==> src/rtl/seg_scan.sv <==
// Time-multiplexed scanner for a multi-digit BCD display: blanking between digit slots,
// leading-zero suppression, per-digit blink, and inputs captured once per frame.
module seg_scan #(
    parameter int NUM_DIGITS   = 6,
    parameter int DIV          = 1000,
    parameter int BLANK_CYC    = 50,
    parameter int BLINK_FRAMES = 250
) (
    input  logic                    CLK,
    input  logic                    RST_N,
    input  logic                    EN,
    input  logic [4*NUM_DIGITS-1:0] DIGITS,
    input  logic [NUM_DIGITS-1:0]   DOTS,
    input  logic [NUM_DIGITS-1:0]   BLINK,
    input  logic                    LZ_EN,
    output logic [3:0]              BCD,
    output logic                    DOT,
    output logic [NUM_DIGITS-1:0]   DIGIT_SEL,
    output logic                    FRAME
);

    localparam int CW = $clog2(DIV);
    localparam int IW = $clog2(NUM_DIGITS);
    localparam int BW = (BLINK_FRAMES > 1) ? $clog2(BLINK_FRAMES) : 1;

    typedef enum logic [1:0] {IDLE, BLANK, SHOW} state_e;

    state_e                  state_q, state_d;
    logic [CW-1:0]           cnt_q, cnt_d;
    logic [IW-1:0]           idx_q, idx_d;
    logic [BW-1:0]           bcnt_q, bcnt_d;
    logic                    ph_q, ph_d;
    logic [4*NUM_DIGITS-1:0] digits_q, digits_d;
    logic [NUM_DIGITS-1:0]   dots_q, dots_d;
    logic [NUM_DIGITS-1:0]   blink_q, blink_d;
    logic [3:0]              bcd_q, bcd_d;
    logic                    dot_q, dot_d;
    logic [NUM_DIGITS-1:0]   sel_q, sel_d;
    logic                    frame_q, frame_d;
    logic                    all_zero;

    // NOTE: every variable gets a default at the top of the block, so no path leaves one unassigned (no latch).
    always_comb begin
        state_d  = state_q;
        cnt_d    = cnt_q;
        idx_d    = idx_q;
        bcnt_d   = bcnt_q;
        ph_d     = ph_q;
        digits_d = digits_q;
        dots_d   = dots_q;
        blink_d  = blink_q;

        if (!EN) begin
            state_d = IDLE;
            cnt_d   = '0;
            idx_d   = '0;
            bcnt_d  = '0;
            ph_d    = 1'b1;
        end else if (state_q == IDLE) begin
            state_d  = BLANK;
            cnt_d    = '0;
            idx_d    = '0;
            digits_d = DIGITS;
            dots_d   = DOTS;
            blink_d  = BLINK;
        end else if (cnt_q == CW'(DIV - 1)) begin
            state_d = BLANK;
            cnt_d   = '0;
            if (idx_q == IW'(NUM_DIGITS - 1)) begin
                idx_d    = '0;
                digits_d = DIGITS;
                dots_d   = DOTS;
                blink_d  = BLINK;
                if (bcnt_q == BW'(BLINK_FRAMES - 1)) begin
                    bcnt_d = '0;
                    ph_d   = ~ph_q;
                end else begin
                    bcnt_d = bcnt_q + 1'b1;
                end
            end else begin
                idx_d = idx_q + 1'b1;
            end
        end else begin
            cnt_d = cnt_q + 1'b1;
            if (state_q == BLANK && cnt_q == CW'(BLANK_CYC - 1)) begin
                state_d = SHOW;
            end
        end
    end

    // Outputs are derived from the next-state values so the registered outputs match the state after each edge.
    always_comb begin
        bcd_d    = 4'hF;
        dot_d    = 1'b0;
        sel_d    = '0;
        all_zero = 1'b1;
        for (int i = NUM_DIGITS - 1; i >= 0; i--) begin
            all_zero = all_zero && (digits_d[4*i +: 4] == 4'd0);
            if (state_d == SHOW && idx_d == IW'(i) && !(blink_d[i] && !ph_d)) begin
                sel_d[i] = 1'b1;
                dot_d    = dots_d[i];
                bcd_d    = (LZ_EN && i != 0 && all_zero) ? 4'hF : digits_d[4*i +: 4];
            end
        end
        frame_d = (state_d != IDLE) && (cnt_d == CW'(DIV - 1)) && (idx_d == IW'(NUM_DIGITS - 1));
    end

    always_ff @(posedge CLK) begin
        if (!RST_N) begin
            state_q <= IDLE;
            cnt_q   <= '0;
            idx_q   <= '0;
            bcnt_q  <= '0;
            ph_q    <= 1'b1;
            bcd_q   <= 4'hF;
            dot_q   <= 1'b0;
            sel_q   <= '0;
            frame_q <= 1'b0;
        end else begin
            state_q <= state_d;
            cnt_q   <= cnt_d;
            idx_q   <= idx_d;
            bcnt_q  <= bcnt_d;
            ph_q    <= ph_d;
            bcd_q   <= bcd_d;
            dot_q   <= dot_d;
            sel_q   <= sel_d;
            frame_q <= frame_d;
        end
    end

    // NOTE: the snapshot is data, not control; it is always loaded on leaving IDLE before use, so it needs no reset.
    always_ff @(posedge CLK) begin
        digits_q <= digits_d;
        dots_q   <= dots_d;
        blink_q  <= blink_d;
    end

    assign BCD       = bcd_q;
    assign DOT       = dot_q;
    assign DIGIT_SEL = sel_q;
    assign FRAME     = frame_q;

endmodule
==> config.mk <==
export PLATFORM = sky130hd
export DESIGN_NAME = seg_scan
export DESIGN_NICKNAME = d
export VERILOG_FILES = /design/src/rtl/seg_scan.sv
export SDC_FILE = /design/constraint.sdc
export NUM_CORES = 1
export LEC_CHECK = 0
export BUFFER_PORTS_ARGS = -buffer_cell sky130_fd_sc_hd__buf_2
export CAP_MARGIN = 20
export CELL_PAD_IN_SITES_DETAIL_PLACEMENT = 0
export CELL_PAD_IN_SITES_GLOBAL_PLACEMENT = 2
export CORE_MARGIN = 2
export CORE_UTILIZATION = 30
export DETAILED_ROUTE_END_ITERATION = 7
export GPL_TIMING_DRIVEN = 0
export PLACE_DENSITY_LB_ADDON = 0.1
export SLEW_MARGIN = 25
export SYNTH_ARGS = -nofsm -noshare
export SYNTH_HDL_FRONTEND = slang
export SYNTH_SLANG_ARGS = --single-unit
==> constraint.sdc <==
create_clock -name CLK -period 2.68 [get_ports CLK]
set_clock_uncertainty 0.05 [all_clocks]
set_input_delay 0.268 -clock CLK [delete_from_list [all_inputs] [get_ports CLK]]
set_output_delay 0.268 -clock CLK [all_outputs]
set_load 0.02 [all_outputs]
**Word-level counts from Yosys, hierarchy flattened**

Index checks and enable logic that the tools add are counted.

- Flip-flop bits (word level): 72
- Output and inout port bits: 12
- Logic and storage cells: 128
- Bits of input ports: 40

- Bitwise gates (word level): 2
- Muxes and demuxes: 52
- $add $sub $neg: 3
- Equal/unequal tests: 12
- Reduce and logical (&&, ||, !) cells: 47

Operators by type and width:

| cell | count |
|---|---|
| 2-to-1 mux 24 bit | 4 |
| 2-to-1 mux 6 bit | 8 |
| 2-to-1 mux 4 bit | 11 |
| logical AND 1 bit | 30 |
| 2-to-1 mux 10 bit | 3 |
| equality test 10 bit (second input constant) | 2 |
| logical NOT 4 bit | 5 |
| 2-to-1 mux 1 bit | 17 |
| 2-to-1 mux 3 bit | 4 |
| adder 10 x 1 -> 10 bit (second input constant) | 1 |
| equality test 10 x 6 -> 1 bit (second input constant) | 1 |
| equality test 3 bit (second input constant) | 3 |
| adder 8 x 1 -> 8 bit (second input constant) | 1 |
| equality test 8 bit (second input constant) | 1 |
| 2-to-1 mux 2 bit | 4 |
| 2-to-1 mux 8 bit | 1 |
| logical NOT 1 bit | 7 |
| equality test 3 x 2 -> 1 bit (second input constant) | 2 |
| adder 3 x 1 -> 3 bit (second input constant) | 1 |
| equality test 3 x 1 -> 1 bit (second input constant) | 1 |
| logical NOT 3 bit | 1 |
| AND reduction 3 bit | 1 |
| equality test 2 x 1 -> 1 bit (second input constant) | 1 |
| equality test 2 bit (second input constant) | 1 |
| 4 further kinds | 5 |

**Logic depth before layout (Yosys ltp)**

- Depth after elaboration: 16
- Gate-level depth with buffers: 11
- Mapped depth without buffers: 10

**Least setup slack after synthesis**

No wires, ideal clock.

- Path type: register to register
- From: register cnt_q[0]
- To: register bcd_q[0] (netlist: BCD[0])
- Data arrival time: 2.604 ns
- Data required time: 2.508 ns
- Path slack: -0.096 ns
- Path buffers: 2
- Period minus slack after synthesis: 2.776 ns
- Stages on the path, launching flop included: 10
- Setup time: 0.122 ns
- Cell sequence: dfxtp_1 ha_1 and2_0 and4_2 o21ai_2 buf_2 buf_2 mux2_2 nand3b_1 a221o_1

- Elaborated cells between the ends (all ways): 76
- Classes of those cells: eq/ne (8); mux (27); reduce/logical (41)

RTL lines:

| element | RTL line | RTL |
|---|---|---|
| start, declared | 29 | `logic [CW-1:0] cnt_q, cnt_d;` |
| start signal, assigned | 121 | `cnt_q <= cnt_d;` |
| equality test 10 bit (*) | 66 | `end else if (cnt_q == CW'(DIV - 1)) begin` |
| 2-to-1 mux 24 bit (*) | 66 |  |
| 2-to-1 mux 24 bit (*) | 59 | `end else if (state_q == IDLE) begin` |
| 2-to-1 mux 24 bit (*) | 53 | `if (!EN) begin` |
| via digits_d[8] | 33 | `logic [4*NUM_DIGITS-1:0] digits_q, digits_d;` |
| logical NOT 4 bit | 98 | `all_zero = all_zero && (digits_d[4*i +: 4] == 4'd0);` |
| logical AND 1 bit | 98 |  |
| logical AND 1 bit (on tied branches) | 102, 98 |  |
| 2-to-1 mux 4 bit or logical AND 1 bit (tied branches) | 102 | `bcd_d = (LZ_EN && i != 0 && all_zero) ? 4'hF : digits_d[4*i +: 4];` |
| 2-to-1 mux 4 bit (on tied branches) | 99, 102 |  |
| 2-to-1 mux 4 bit (*) (2 in a row) | 99 | `if (state_d == SHOW && idx_d == IW'(i) && !(blink_d[i] && !ph_d)) begin` |
| end signal, assigned | 115 | `bcd_q <= 4'hF;` |
| end signal, assigned | 125 | `bcd_q <= bcd_d;` |
| end, declared | 36 | `logic [3:0] bcd_q, bcd_d;` |

Mark *: on every way through the listed nets, which the timed path passes. The rest lies on a longest branch.
A chain may end at the register's enable or synchronous reset.

**Worst setup path in the final report**

- From: register cnt_q[2]
- To: register bcd_q[2] (netlist: BCD[2])

- Longest elaborated chain between the ends: 15
- Elaborated cells between the ends (all ways): 76
- Classes of those cells: eq/ne (8); mux (27); reduce/logical (41)

Ends and longest elaborated chain:

| element | RTL line | RTL |
|---|---|---|
| equality test 10 x 6 -> 1 bit | 85 | `if (state_q == BLANK && cnt_q == CW'(BLANK_CYC - 1)) begin` |
| logical AND 1 bit | 85 |  |
| 2-to-1 mux 2 bit | 85 |  |
| 2-to-1 mux 2 bit | 66 |  |
| 2-to-1 mux 2 bit | 59 |  |
| 2-to-1 mux 2 bit | 53 |  |
| equality test 2 bit | 99 |  |
| logical AND 1 bit (2 in a row) | 99 |  |
| 2-to-1 mux 4 bit (5 in a row) | 99 |  |
| 2-to-1 mux 4 bit (*) | 99 |  |

Mark *: on every way between the ends. The rest lies on a longest branch, timed or not.

==> impl_metrics.yaml <==
timing:
  hold_viol_final: 0
  period_share: 1.03
  finalMaxSlewViolations: 0
  setup_violations: 4
  worstMarginPinSlew_ns: 0.772
  min_period_ns: 2.76
  max_slew_margin: 0.472
  worst_slack_ns: -0.0849
  rsz0062_at_grt: "yes"
  fmax_mhz: 362
  setup_tns_ns: -0.265
layout:
  utilization: 0.421
  diodes: 0
  syn_to_final_growth_pct: 38.3
  drive_gt1_frac: 0.465
  stdcell_area_um2: 4530
  layout.nets: 458
critical_path:
  reg2regPathDepth: 8
  path_class: "flop to flop"
  crit_required_ns: 2.84
  cp.arrival_ns: 2.92
  end_kind: "flop"
  crit_fanout: 7
  worst_setup_path_start_kind: "flop"
place:
  gp_congestion: 0.801
  place_area_um2: 3710
  numPortBuffers: 49
  hpwl_um: 6500
logic_synthesis:
  synth_top_area_share: 0.440
  seq_area_frac_synth: 0.440
  ys_ff_latch: 72
  syn-num-nets: 373
  ys_types: 64
  synthTopCellsByCount: "dfxtp_1, nor2_1, mux2_2"
  synthArstFlopShare: 0
  synth_most_common_cell: "dfxtp_1"
  synth.area.top_cells: "dfxtp_1, mux2_2, mux2i_1"
  synth_area_um2: 3270
  synth_area_leader_cell: "dfxtp_1"
  synth-edff-count: 0
  ys_warn_count: 0
  synth.avg_cell_area_um2: 9.95
  synthCells: 329
  synthFlopType: "dfxtp_1"
die:
  start_util: 0.305
  die-width_um: 108
  pin_count: 52
  die_y_um: 108
  core_area_um2: 10700
  die-area_um2: 11800
  rows: 38
grt:
  grt_max_degree: 14
  grt_pass1_vias: 2659
  track_usage: 0.157
  antenna_found_initial: 0
  grt_pass1_wl_um: 13800
  overflow: 0
run_status:
  violations: "negative setup slack"
  outcome: "finished with violations"
drt:
  wl_per_cell_um: 16.0
  via_per_inst: 4.87
  drc: 0
  drt_iter0_drc: 78
  vias: 2720
  drt_pass1_iterations: 4
  routed_wl_um: 8960
  ant_nets: 0
clock_tree:
  insertion_delay_ns: 0.36
  numCtsBuffers: 9
  cts_buffer_depth: 2
  clock-sinks: 72
  cts_tree: "built"
  cts_root_buf: "clkbuf_8"
  htreeDepth: 3
  clk_pin_slew_worst_paths_ns: 0.08
flow_run:
  maxCapViolCount: 0
hold_path:
  hold_path_depth: 3
  min_path_type: "primary input to flop"
power_and_ir_drop:
  power_uw: 2320
  cellPowerDensity_nw_per_um2: 513
  p_leak_uw: 0.00180
  irDropWorstVdd_uv: 203
[repair_timing]
item / CTS / global route
pin swaps: 16 / 15
hold buffers: 0 / 0
buffers inserted: 11 / 16
setup endpoints to repair: 16 / 5
resized for setup: 62 / 33
cloned: 0 / 0
[through the flow]
step	hold WS [ns]	setup slack, ns	std cells
after floorplan	0.346	0.0390	329
after global placement	0.403	-0.790	518
after detailed placement	0.411	-0.801	518
after CTS	0.0885	-0.133	543
after global routing	0.0947	-0.186	559
final	0.0948	-0.0849	559
[cell type report]
cell class,instances,area (um2)
fill,1103,6220
multi-input combinational,229,2090
sequential,72,1470
timing repair buffer,76,467
tap,140,175
clock buffer,10,138
inverter,19,71.3
clock inverter,6,65.1
buffer,7,53.8
[state kept, by name, summed over array words and instances, names as in the netlist]
register	cells
state_q	2
digits_q	24
FRAME	1
blink_q	6
ph_q	1
DOT	1
dots_q	6
cnt_q	10
DIGIT_SEL	6
bcnt_q	8
BCD	4
idx_q	3
[logic make-up (layout without fill, tap and decap cells)]
kind of cell             Yosys count  count (layout)  share of synthesized area
AO/OA/AOI/OAI                     54              54                      0.131
XOR/XNOR                          13              13                     0.0348
adder cells (fa/ha/maj)            4               4                     0.0153
buffers and inverters             28             118                     0.0344
flip-flops                        72              72                      0.440
multiplexers                      42              42                      0.138
AND/OR/NAND/NOR                  116             116                      0.206
[cells in the final DEF, fill, tap and decap left out, types with 6 or more instances in the layout]
cell type  synthesis  layout
dfxtp_1           72      59
buf_2              6      50
nor2_1            30      29
buf_4              0      24
mux2_2            24      24
inv_1             19      17
mux2i_1           18      13
nand2_1           13      10
clkbuf_8           0      10
xor2_1             9       9
nand4_1            8       8
dfxtp_2            0       8
o21ai_0            7       7
nor3_1            10       7
buf_6              0       6
a21oi_1            7       6
[critical path, stage by stage (launching register included)]
cell,delay [ns]
dfxtp_2,0.35
or4bb_4,0.56
o41ai_4,0.39
and3_4,0.29
o2111a_2,0.32
buf_6,0.13
a221oi_4,0.03
a211oi_2,0.32
o221ai_1,0.17
[final timing paths]
kind | end | start | slack [ns]
worst max-delay path | BCD[2]$_SDFF_PN1_ | cnt_q[2]$_SDFF_PN0_ | -0.08
worst min-delay path | digits_q[2]$_DFF_P_ | DIGITS[2] | 0.09
worst max register to register | BCD[2]$_SDFF_PN1_ | cnt_q[2]$_SDFF_PN0_ | -0.08
worst min register to register | cnt_q[0]$_SDFF_PN0_ | cnt_q[0]$_SDFF_PN0_ | 0.41
[metal layers]
metal  part of all wire  vias up  GRT usage  wire [um]
met3              0.034       22     0.0283        301
met2               0.48       46      0.258       4330
met4              0.037        0     0.0861        327
li1                   -     1378          -          -
met5                  0        -          0          0
met1               0.45     1274      0.193       4000
[where the power goes]
| part | switching [uW] | leakage (uW) | internal, uW |
|---|---|---|---|
| clock network | 433 | 0.000103 | 459 |
| logic | 131 | 0.00109 | 122 |
| registers | 36.5 | 0.000602 | 1140 |
| total | 600 | 0.00180 | 1720 |
(Power assumes the default switching activity.)
